## src/rtl/sega_joy_scanner.sv

```systemverilog
// sega_joy_scanner: multi-port Sega DB9 pad scanner (Master System / 3-button / 6-button auto-detect)
// Ports: clk_sys/RESET (sync, active high); joy_*_i raw active-low DB9 pins per port;
// joy_p7_o shared select; joy_o {M,X,Y,Z,S,A,C,B,R,L,D,U} per port (active low);
// md_o/six_o pad type flags; scan_done_o one-cycle pulse on each commit.
// Optional: define JOY_DEBOUNCE_EN to commit joy_o only after two identical scans.
module sega_joy_scanner #(
  parameter int NUM_PORTS  = 2,
  parameter int STEP_DIV   = 1536,
  parameter int IDLE_STEPS = 248
) (
  input  logic                      clk_sys,
  input  logic                      RESET,
  input  logic [NUM_PORTS-1:0]      joy_up_i,
  input  logic [NUM_PORTS-1:0]      joy_down_i,
  input  logic [NUM_PORTS-1:0]      joy_left_i,
  input  logic [NUM_PORTS-1:0]      joy_right_i,
  input  logic [NUM_PORTS-1:0]      joy_p6_i,
  input  logic [NUM_PORTS-1:0]      joy_p9_i,
  output logic                      joy_p7_o,
  output logic [12*NUM_PORTS-1:0]   joy_o,
  output logic [NUM_PORTS-1:0]      md_o,
  output logic [NUM_PORTS-1:0]      six_o,
  output logic                      scan_done_o
);
  localparam int PW = $clog2(STEP_DIV);
  localparam int SW = $clog2(8 + IDLE_STEPS);
  localparam logic [PW-1:0] P_MAX = PW'(STEP_DIV - 1);
  localparam logic [SW-1:0] S_MAX = SW'(7 + IDLE_STEPS);
  logic [PW-1:0] presc_q, presc_d;
  logic [SW-1:0] step_q, step_d;
  logic p7_q, p7_d, done_q, done_d, tick;
  logic [NUM_PORTS-1:0] md_c_q, md_c_d, six_c_q, six_c_d, md_q, md_d, six_q, six_d;
  logic [NUM_PORTS-1:0][11:0] shadow_q, shadow_d, joy_q, joy_d;
`ifdef JOY_DEBOUNCE_EN
  logic [NUM_PORTS-1:0][11:0] prev_q, prev_d;
`endif
  assign tick = presc_q == P_MAX;
  always_comb begin
    presc_d = tick ? '0 : presc_q + 1'b1;
    step_d = step_q;
    p7_d = p7_q;
    shadow_d = shadow_q;
    md_c_d = md_c_q;
    six_c_d = six_c_q;
    joy_d = joy_q;
    md_d = md_q;
    six_d = six_q;
    done_d = 1'b0;
`ifdef JOY_DEBOUNCE_EN
    prev_d = prev_q;
`endif
    if (tick) begin
      step_d = (step_q == S_MAX) ? '0 : step_q + 1'b1;
      // Active sequence alternates low/high starting low; idle steps hold select high
      p7_d = (step_q < SW'(8)) ? step_q[0] : 1'b1;
      for (int i = 0; i < NUM_PORTS; i++) begin
        if (step_q == SW'(2)) begin
          shadow_d[i][5:0] = {joy_p9_i[i], joy_p6_i[i], joy_right_i[i], joy_left_i[i], joy_down_i[i], joy_up_i[i]};
          six_c_d[i] = 1'b0;
        end else if (step_q == SW'(3)) begin
          // An MD pad forces Left/Right low while select is low; an SMS pad cannot
          md_c_d[i] = ~(joy_right_i[i] | joy_left_i[i]);
          shadow_d[i][7:4] = md_c_d[i] ? {joy_p9_i[i], joy_p6_i[i], shadow_q[i][5:4]}
                                       : {2'b11, joy_p9_i[i], joy_p6_i[i]};
        end else if (step_q == SW'(5)) begin
          // Third low phase: a 6-button pad pulls all four directions low
          if (~|{joy_right_i[i], joy_left_i[i], joy_down_i[i], joy_up_i[i]}) six_c_d[i] = 1'b1;
        end else if (step_q == SW'(6)) begin
          shadow_d[i][11:8] = six_c_q[i] ? {joy_right_i[i], joy_left_i[i], joy_down_i[i], joy_up_i[i]} : 4'hF;
        end
      end
      if (step_q == SW'(7)) begin
        md_d = md_c_q;
        six_d = six_c_q;
        done_d = 1'b1;
`ifdef JOY_DEBOUNCE_EN
        prev_d = shadow_q;
        for (int i = 0; i < NUM_PORTS; i++) joy_d[i] = (shadow_q[i] == prev_q[i]) ? shadow_q[i] : joy_q[i];
`else
        joy_d = shadow_q;
`endif
      end
    end
  end
  always_ff @(posedge clk_sys) begin
    if (RESET) begin
      presc_q <= '0;
      step_q <= '0;
      p7_q <= 1'b1;
      done_q <= 1'b0;
      md_c_q <= '0;
      six_c_q <= '0;
      md_q <= '0;
      six_q <= '0;
      shadow_q <= '1;
      joy_q <= '1;
`ifdef JOY_DEBOUNCE_EN
      prev_q <= '1;
`endif
    end else begin
      presc_q <= presc_d;
      step_q <= step_d;
      p7_q <= p7_d;
      done_q <= done_d;
      md_c_q <= md_c_d;
      six_c_q <= six_c_d;
      md_q <= md_d;
      six_q <= six_d;
      shadow_q <= shadow_d;
      joy_q <= joy_d;
`ifdef JOY_DEBOUNCE_EN
      prev_q <= prev_d;
`endif
    end
  end
  assign joy_p7_o = p7_q;
  assign joy_o = joy_q;
  assign md_o = md_q;
  assign six_o = six_q;
  assign scan_done_o = done_q;
endmodule

```

## config.mk

```make
export PLATFORM = sky130hd
export DESIGN_NAME = sega_joy_scanner
export DESIGN_NICKNAME = d
export VERILOG_FILES = /design/src/rtl/sega_joy_scanner.sv
export SDC_FILE = /design/constraint.sdc
export NUM_CORES = 1
export LEC_CHECK = 0
export BUFFER_PORTS_ARGS = -buffer_cell sky130_fd_sc_hd__buf_2
export CORE_ASPECT_RATIO = 2
export CORE_UTILIZATION = 57
export CTS_BUF_LIST = sky130_fd_sc_hd__clkbuf_16
export DETAILED_ROUTE_END_ITERATION = 16
export PLACE_DENSITY = 0.79
export SLEW_MARGIN = 25
export SYNTH_ARGS = -nofsm -noshare
export SYNTH_HDL_FRONTEND = slang
export SYNTH_SLANG_ARGS = --single-unit
```

## constraint.sdc

```tcl
create_clock -name clk_sys -period 2.3 [get_ports clk_sys]
set_input_delay 0.46 -clock clk_sys [delete_from_list [all_inputs] [get_ports clk_sys]]
set_output_delay 0.46 -clock clk_sys [all_outputs]
set_load 0.01 [all_outputs]
```

### Yosys cells after proc, flatten, opt, wreduce, memory -nomap -nowiden

Index checks and enable logic that the tools add are counted.

| storage, ports and cells | value |
|---|---|
| output and inout bits | 30 |
| register bits after elaboration | 77 |
| word-level logic and storage cells | 75 |

| operators by class | value |
|---|---|
| magnitude comparators | 1 |
| equal/unequal tests | 10 |
| add/subtract/negate cells | 2 |
| bitwise operators | 8 |
| reduce and logical (&&, ||, !) cells | 16 |
| mux-type cells | 19 |

Operators with widths:

| operator | count |
|---|---|
| $eq 8x3->1 const B | 3 |
| $eq 8x2->1 const B | 2 |
| $mux 4 | 4 |
| $add 11x1->11 const B | 1 |
| $eq 11x11->1 const B | 1 |
| $mux 1 | 10 |
| $reduce_and 3->1 | 3 |
| $add 8x1->8 const B | 1 |
| $eq 8x8->1 const B | 1 |
| $lt 8x4->1 const B | 1 |
| $mux 2 | 4 |
| $mux 8 | 1 |
| $reduce_and 4->1 | 2 |
| $reduce_bool 2->1 | 4 |
| $reduce_or 4->1 | 2 |
| $not 1->1 | 6 |
| $reduce_and 5->1 | 1 |
| $ne 2x1->1 const B | 2 |
| $reduce_and 2->1 | 2 |
| $reduce_or 2->1 | 2 |
| $ne 2x2->1 const B | 1 |
| $or 1x1->1 | 2 |

### Depth between registers and ports, before layout

Gate-level depths: netlist of run 1.

| logic depth | value |
|---|---|
| depth after elaboration | 5 |
| depth in mapped cells | 7 |
| depth with buffers taken out | 6 |

### Worst setup path before layout of run 1

No wires, ideal clock.

| path | value |
|---|---|
| kind | register to register |
| from | register presc_q[0] |
| to | register step_q[6] |
| setup time | 0.071 ns |
| setup slack | 0.319 ns |
| arrival time | 1.910 ns |
| stages on the path, launching flop included | 6 |
| buffers on the path | 0 |
| cells stage by stage | dfxtp_1 -> ha_1 -> inv_1 -> or4_4 -> or4_1 -> a21oi_1 |

| on the way | value |
|---|---|
| cells in the longest elaborated chain, start to end | 1 |

RTL lines:

| item | RTL line | text |
|---|---|---|
| start, declared | 29 | `logic [PW-1:0] presc_q, presc_d;` |
| start signal, assigned | 101 | `presc_q <= presc_d;` |
| $eq 11x11->1 | 37 | `assign tick = presc_q == P_MAX;` |
| end signal, assigned | 102 | `step_q <= step_d;` |
| end, declared | 30 | `logic [SW-1:0] step_q, step_d;` |

Every way passes these cells.
A chain may end at the register's enable or synchronous reset.

### Final worst setup path of run 1

| path | value |
|---|---|
| from | register presc_q[0] |
| to | register step_q[0] |

Same word-level chain as after synthesis.

==> results of run 1 <==
==> final cells by class <==
cell class	count	area, sq um
clock buffer	9	225
clock inverter	7	81.3
fill	432	1580
inverter	13	48.8
multi-input combinational	239	1570
sequential	77	1540
tap	60	75.1
timing repair buffer	57	345
==> final timing paths <==
kind,to,slack (ps),cells past startpoint
worst min-delay path,shadow_q[7],410,3
worst max register to register,step_q[0],160,6
worst min register to register,md_c_q[1],480,2
worst max-delay path,step_q[0],160,6
==> cell usage after synthesis (2+ instances only) <==
cell	instances	area, sq um
a31o_2	2	17.5
and3_1	5	31.3
o211ai_1	6	45.0
nand3_1	9	45.0
inv_1	13	48.8
nor2b_1	4	25.0
a21oi_1	5	25.0
nor4_1	3	18.8
ha_1	4	50.1
nor3_1	25	125
nor2_1	59	221
or4_1	4	30.0
o31ai_1	3	22.5
a41oi_1	4	35.0
a21o_1	2	15.0
nand4_2	2	25.0
a32o_1	2	20.0
nand4_1	5	31.3
a221oi_1	2	17.5
buf_2	4	20.0
xor2_1	7	61.3
o21ai_0	13	65.1
clkbuf_1	17	63.8
or2_2	3	18.8
or3_1	6	37.5
nor4b_1	2	17.5
nor3b_1	3	22.5
dfxtp_1	77	1540
mux2i_1	44	440
nand2_1	6	22.5
==> metrics by stage <==
step	setup slack, ps	hold WS [ps]	cells	area (sq um)
floorplan	319	447	350	3240
global placement	248	462	446	3580
detailed placement	180	466	446	3580
CTS	158	400	462	3880
global route	40.5	426	462	3890
finish	156	406	462	3890
==> critical path: cells and delay by family, from the launching register on <==
| kind | cells | cell delay [ps] |
|---|---|---|
| AOI/OAI and AO/OA | 1 | 160 |
| adders and majority gates | 1 | 290 |
| buffers and inverters | 2 | 310 |
| DFF | 1 | 410 |
| and+or+nand+nor | 2 | 890 |
==> power by group through the flow <==
| stage | Sequential [W] | Combinational [W] | Clock, W |
|---|---|---|---|
| 2_1_floorplan | 0.00137 | 0.0000433 | 0 |
| 3_3_place_gp | 0.00137 | 0.0000727 | 0 |
| 3_5_place_dp | 0.00137 | 0.0000731 | 0 |
| 4_1_cts | 0.00134 | 0.0000736 | 0.00147 |
| 5_1_grt | 0.00134 | 0.0000817 | 0.00153 |
| 6_report | 0.00134 | 0.0000741 | 0.00145 |
==> flip-flops by register name, indices dropped and copies added, names as in the netlist <==
| name | flops |
|---|---|
| md_c_q | 2 |
| scan_done_o | 1 |
| step_q | 8 |
| presc_q | 11 |
| joy_o | 24 |
| md_o | 2 |
| six_c_q | 2 |
| shadow_q | 24 |
| six_o | 2 |
| joy_p7_o | 1 |
==> logic make-up after synthesis <==
family | count (synthesis) | synth area share, %
adders and majority gates | 4 | 1.55
xor gates and xnor gates | 8 | 2.16
DFF | 77 | 47.6
buffers and inverters | 34 | 4.09
AOI/OAI and AO/OA | 41 | 8.57
and+or+nand+nor | 142 | 22.4
muxes | 44 | 13.6
==> per-layer routing <==
| metal | GRT usage, % | vias up | routed length (um) |
|---|---|---|---|
| met5 | 0 | - | 0 |
| met1 | 26.4 | 1290 | 2830 |
| met3 | 7.12 | 18 | 241 |
| li1 | - | 1335 | - |
| met4 | 17.3 | 0 | 205 |
| met2 | 47.2 | 63 | 4160 |
==> results.cfg, run 1 <==
[logic_synthesis]
ys_async_sr_fraction_pct = 0
ys_ff_latch = 77
ys_seq_area_share_pct = 47.6
ys.flop_type = dfxtp_1
synthesis.area_sq_um = 3240
ys_types = 39
yosys_warnings = 0
syn_nets = 368
synth-edff-count = 0
synth.avg_cell_area_sq_um = 9.26
netlist_instances = 350

[cells_and_area]
final_util_pct = 71.1
drive_above_1_share_pct = 19.9
syn_to_final_growth_pct = 20.0
layout_commonest_cell = dfxtp_1
layout_common_cells = dfxtp_1 (77), nor2_1 (59), mux2i_1 (44), buf_2 (43), nor3_1 (25)
num_antenna_cells = 0
nets = 415

[pwr]
p_leak_nw = 1.71
internal_power_w = 0.00230
p_per_area_nw_per_um2 = 737
p_comb_share_pct = 2.6
finalPower_w = 0.00287
pwr-share-seq_pct = 46.9
switchingPower_w = 0.000571
vdd_drop_max_mv = 0.807
swShare_pct = 19.9
clkPwrFrac_pct = 50.5

[timing]
tns_ps = 0
rsz0062_at_grt = no
finalHoldViolations = 0
slew_violations = 0
fin_crit_ps = 2140
skew_ps = 7.41
clock.fmax_ghz = 0.466
finalSetupViolCount = 0
finalCritPeriodShare_pct = 93.2
tightest_slew_ps = 541
relSlewSlack_pct = 63.6

[place]
place_hpwl_um = 5230
gp_congestion = 0.877
portBuffers = 43

[setup_path]
start_kind = flop
slowest_stage = or4_4
cp_cell_sequence = ha_1 -> inv_1 -> or4_4 -> buf_4 -> or3_1 -> a21oi_1
crit_arrival_ps = 2410
critPathMaxFanout = 14
crit_type = reg -> reg
r2r_start = presc_q[0]
max_stage_delay_ps = 540
setup.worst_path.start = presc_q[0]
endpoint_kind = flop
cp.required_ps = 2560

[clock_tree]
insertion_delay_ps = 340
cts.clk_slew.worst_paths_ps = 60
htreeDepth = 3
cts_tree = yes
cts.sinks = 77
cts-root-buf = clkbuf_16
postCtsSetupBuffers = 0
hold_buffers = 0
numCtsBuffers = 9
ctsResizeCount = 0
cts.path.max_buffers = 2

[drt]
via_per_inst = 5.86
ant_nets = 0
wl_um = 7430
drc = 0
routedWlPerCell_um = 16.1
vias = 2706
drt_pre_antenna_iters = 4
first_iter_violations = 130

[status]
status = finished clean

[min_path]
hold_class = in -> reg
min-delay-start = joy_p9_i[0]

[job]
cap_violations = 0

[global_route]
grt_pass1_vias = 2656
grt_usage_pct = 26.3
antenna_found_initial = 0
grt_pass1_wl_um = 12100
grt_overflow = 0
grt_max_degree = 90

[floorplan]
row_count = 38
core_sq_um = 5470
die_h_um = 109
ioPinCount = 44
die_area_sq_um = 6010
start_util_pct = 59.2
die_w_um = 55.3
No activity file was read; power rests on OpenSTA's default activity.
==> run 2: changes to the inputs <==
- SETUP_SLACK_MARGIN: unset -> 0.4
==> run 2 against run 1 <==
Against the previous run: sequential share of layout area shrank 1.2 points; clock power about the same; critical endpoint is now shadow_q[17]; global-route usage is 0.25 points higher; utilization increased by 3.2 points; via count up 2.5%; clock skew shrank 0.57 ps; worst hold slack gained 0.95 ps.
==> results.cfg, run 2 (synthesis gave the netlist of run 1 again) <==
[status]
status = finished clean

[clock_tree]
cts.path.max_buffers = 2
cts-root-buf = clkbuf_16
cts.clk_slew.worst_paths_ps = 60
insertion_delay_ps = 340
numCtsBuffers = 9
hold_buffers = 0
cts.sinks = 77
cts_tree = yes
htreeDepth = 3

[cells_and_area]
layout.cells.non_filler = 465
layout_common_cells = dfxtp_1 (66), nor2_1 (59), mux2i_1 (44), buf_2 (43), nor3_1 (24)
num_antenna_cells = 0
syn_to_final_growth_pct = 25.4
nets = 419
postLayoutCellArea_sq_um = 4060
layout_commonest_cell = dfxtp_1
final_util_pct = 74.3
drive_above_1_share_pct = 26.2

[setup_path]
critPathMaxFanout = 4
ff2ff_setup_slack_ps = 370
r2r-end = shadow_q[17]
start_kind = flop
crit_type = reg -> reg
cp.required_ps = 2570
crit_end = shadow_q[17]
rr_worst_depth = 4
setup.worst_path.start = step_q[3]
r2r_start = step_q[3]
endpoint_kind = flop
crit_arrival_ps = 2200

[timing]
skew_ps = 6.84
fin_crit_ps = 1930
tns_ps = 0
worst_hold_slack_ps = 407
slew_violations = 0
relSlewSlack_pct = 52.9
finalCritPeriodShare_pct = 83.9
finalSetupViolCount = 0
finalHoldViolations = 0
tightest_slew_ps = 701
clock.fmax_ghz = 0.518
rsz0062_at_grt = yes

[floorplan]
ioPinCount = 44
die_h_um = 109
die_w_um = 55.3
die_area_sq_um = 6010
start_util_pct = 59.2
core_sq_um = 5470
row_count = 38

[drt]
drc = 0
wl_um = 7800
routedWlPerCell_um = 16.8
drt_pre_antenna_iters = 4
via_per_inst = 5.97
vias = 2775
first_iter_violations = 147
ant_nets = 0

[global_route]
antenna_found_initial = 0
grt_max_degree = 90
grt_overflow = 0
grt_pass1_vias = 2684
grt_usage_pct = 26.6
grt_pass1_wl_um = 12300

[place]
portBuffers = 43
dpl_cell_area_sq_um = 3520
gp_congestion = 0.871
place_hpwl_um = 5170
dp.cells = 438

[job]
cap_violations = 0

[pwr]
p_per_area_nw_per_um2 = 707
p_leak_nw = 1.80
vdd_drop_max_mv = 0.916

[min_path]
hold_class = in -> reg
==> run 2: cell count changes in the layout (fill, tap and decap cells not counted), moves of 3 or more <==
cell | before | now
dfxtp_1 | 77 | 66
o21ai_1 | 0 | 4
dfxtp_4 | 0 | 3
o21ai_0 | 13 | 9
dfxtp_2 | 0 | 8
==> run 2: repair_timing <==
action / CTS / global route
pin swaps: 2 / 6
setup buffers: 6 / 5
endpoints found under the setup margin: 37 / 60
resized for setup: 11 / 22
hold endpoints to repair: 0 / 0
gates cloned: 0 / 1
==> run 2: where the power goes <==
part            total, W  leakage [nW]  internal, W  switching [W]
sequential       0.00135         0.629      0.00134     0.00000819
clock            0.00145         0.150     0.000933       0.000513
combinational  0.0000811          1.03    0.0000285      0.0000526
total            0.00287          1.80      0.00230       0.000574
==> run 2: cell type report <==
cell class / count / area, sq um
clock buffer: 9 / 225
clock inverter: 6 / 80.1
fill: 371 / 1410
inverter: 13 / 48.8
multi-input combinational: 239 / 1660
sequential: 77 / 1560
tap: 60 / 75.1
timing repair buffer: 61 / 405
==> run 2: stage by stage <==
step / setup WS, ps / power (W)
3_3_place_gp: 301 / 0.00145
3_5_place_dp: 217 / 0.00145
5_1_grt: 317 / 0.00296
4_1_cts: 370 / 0.00289
2_1_floorplan: 459 / 0.00142
6_report: 371 / 0.00287
==> run 2: per-layer routing <==
layer,share of wire [%],global-route usage [%]
met4,3.8,14.5
met2,55,49.6
met5,0,0
met1,37,26.4
met3,3.8,6.76
==> run 2: worst min path at each step <==
| stage | startpoint | end | slack, ps | depth (start not counted) |
|---|---|---|---|---|
| 3_5_place_dp | md_c_q[0] | md_c_q[0] | 480 | 2 |
| 4_1_cts | joy_p6_i[0] | shadow_q[6] | 400 | 3 |
| 3_3_place_gp | md_c_q[0] | md_c_q[0] | 470 | 2 |
| 5_1_grt | joy_p6_i[0] | shadow_q[6] | 420 | 3 |
| 6_report | joy_p6_i[0] | shadow_q[6] | 410 | 3 |
| 2_1_floorplan | md_c_q[0] | md_c_q[0] | 450 | 2 |
==> run 2: critical path, stage by stage (launching register included) <==
cell     delay (ps)
dfxtp_4         340
or4_4           560
nor4_1          550
a41oi_1         270
o21ai_1         130
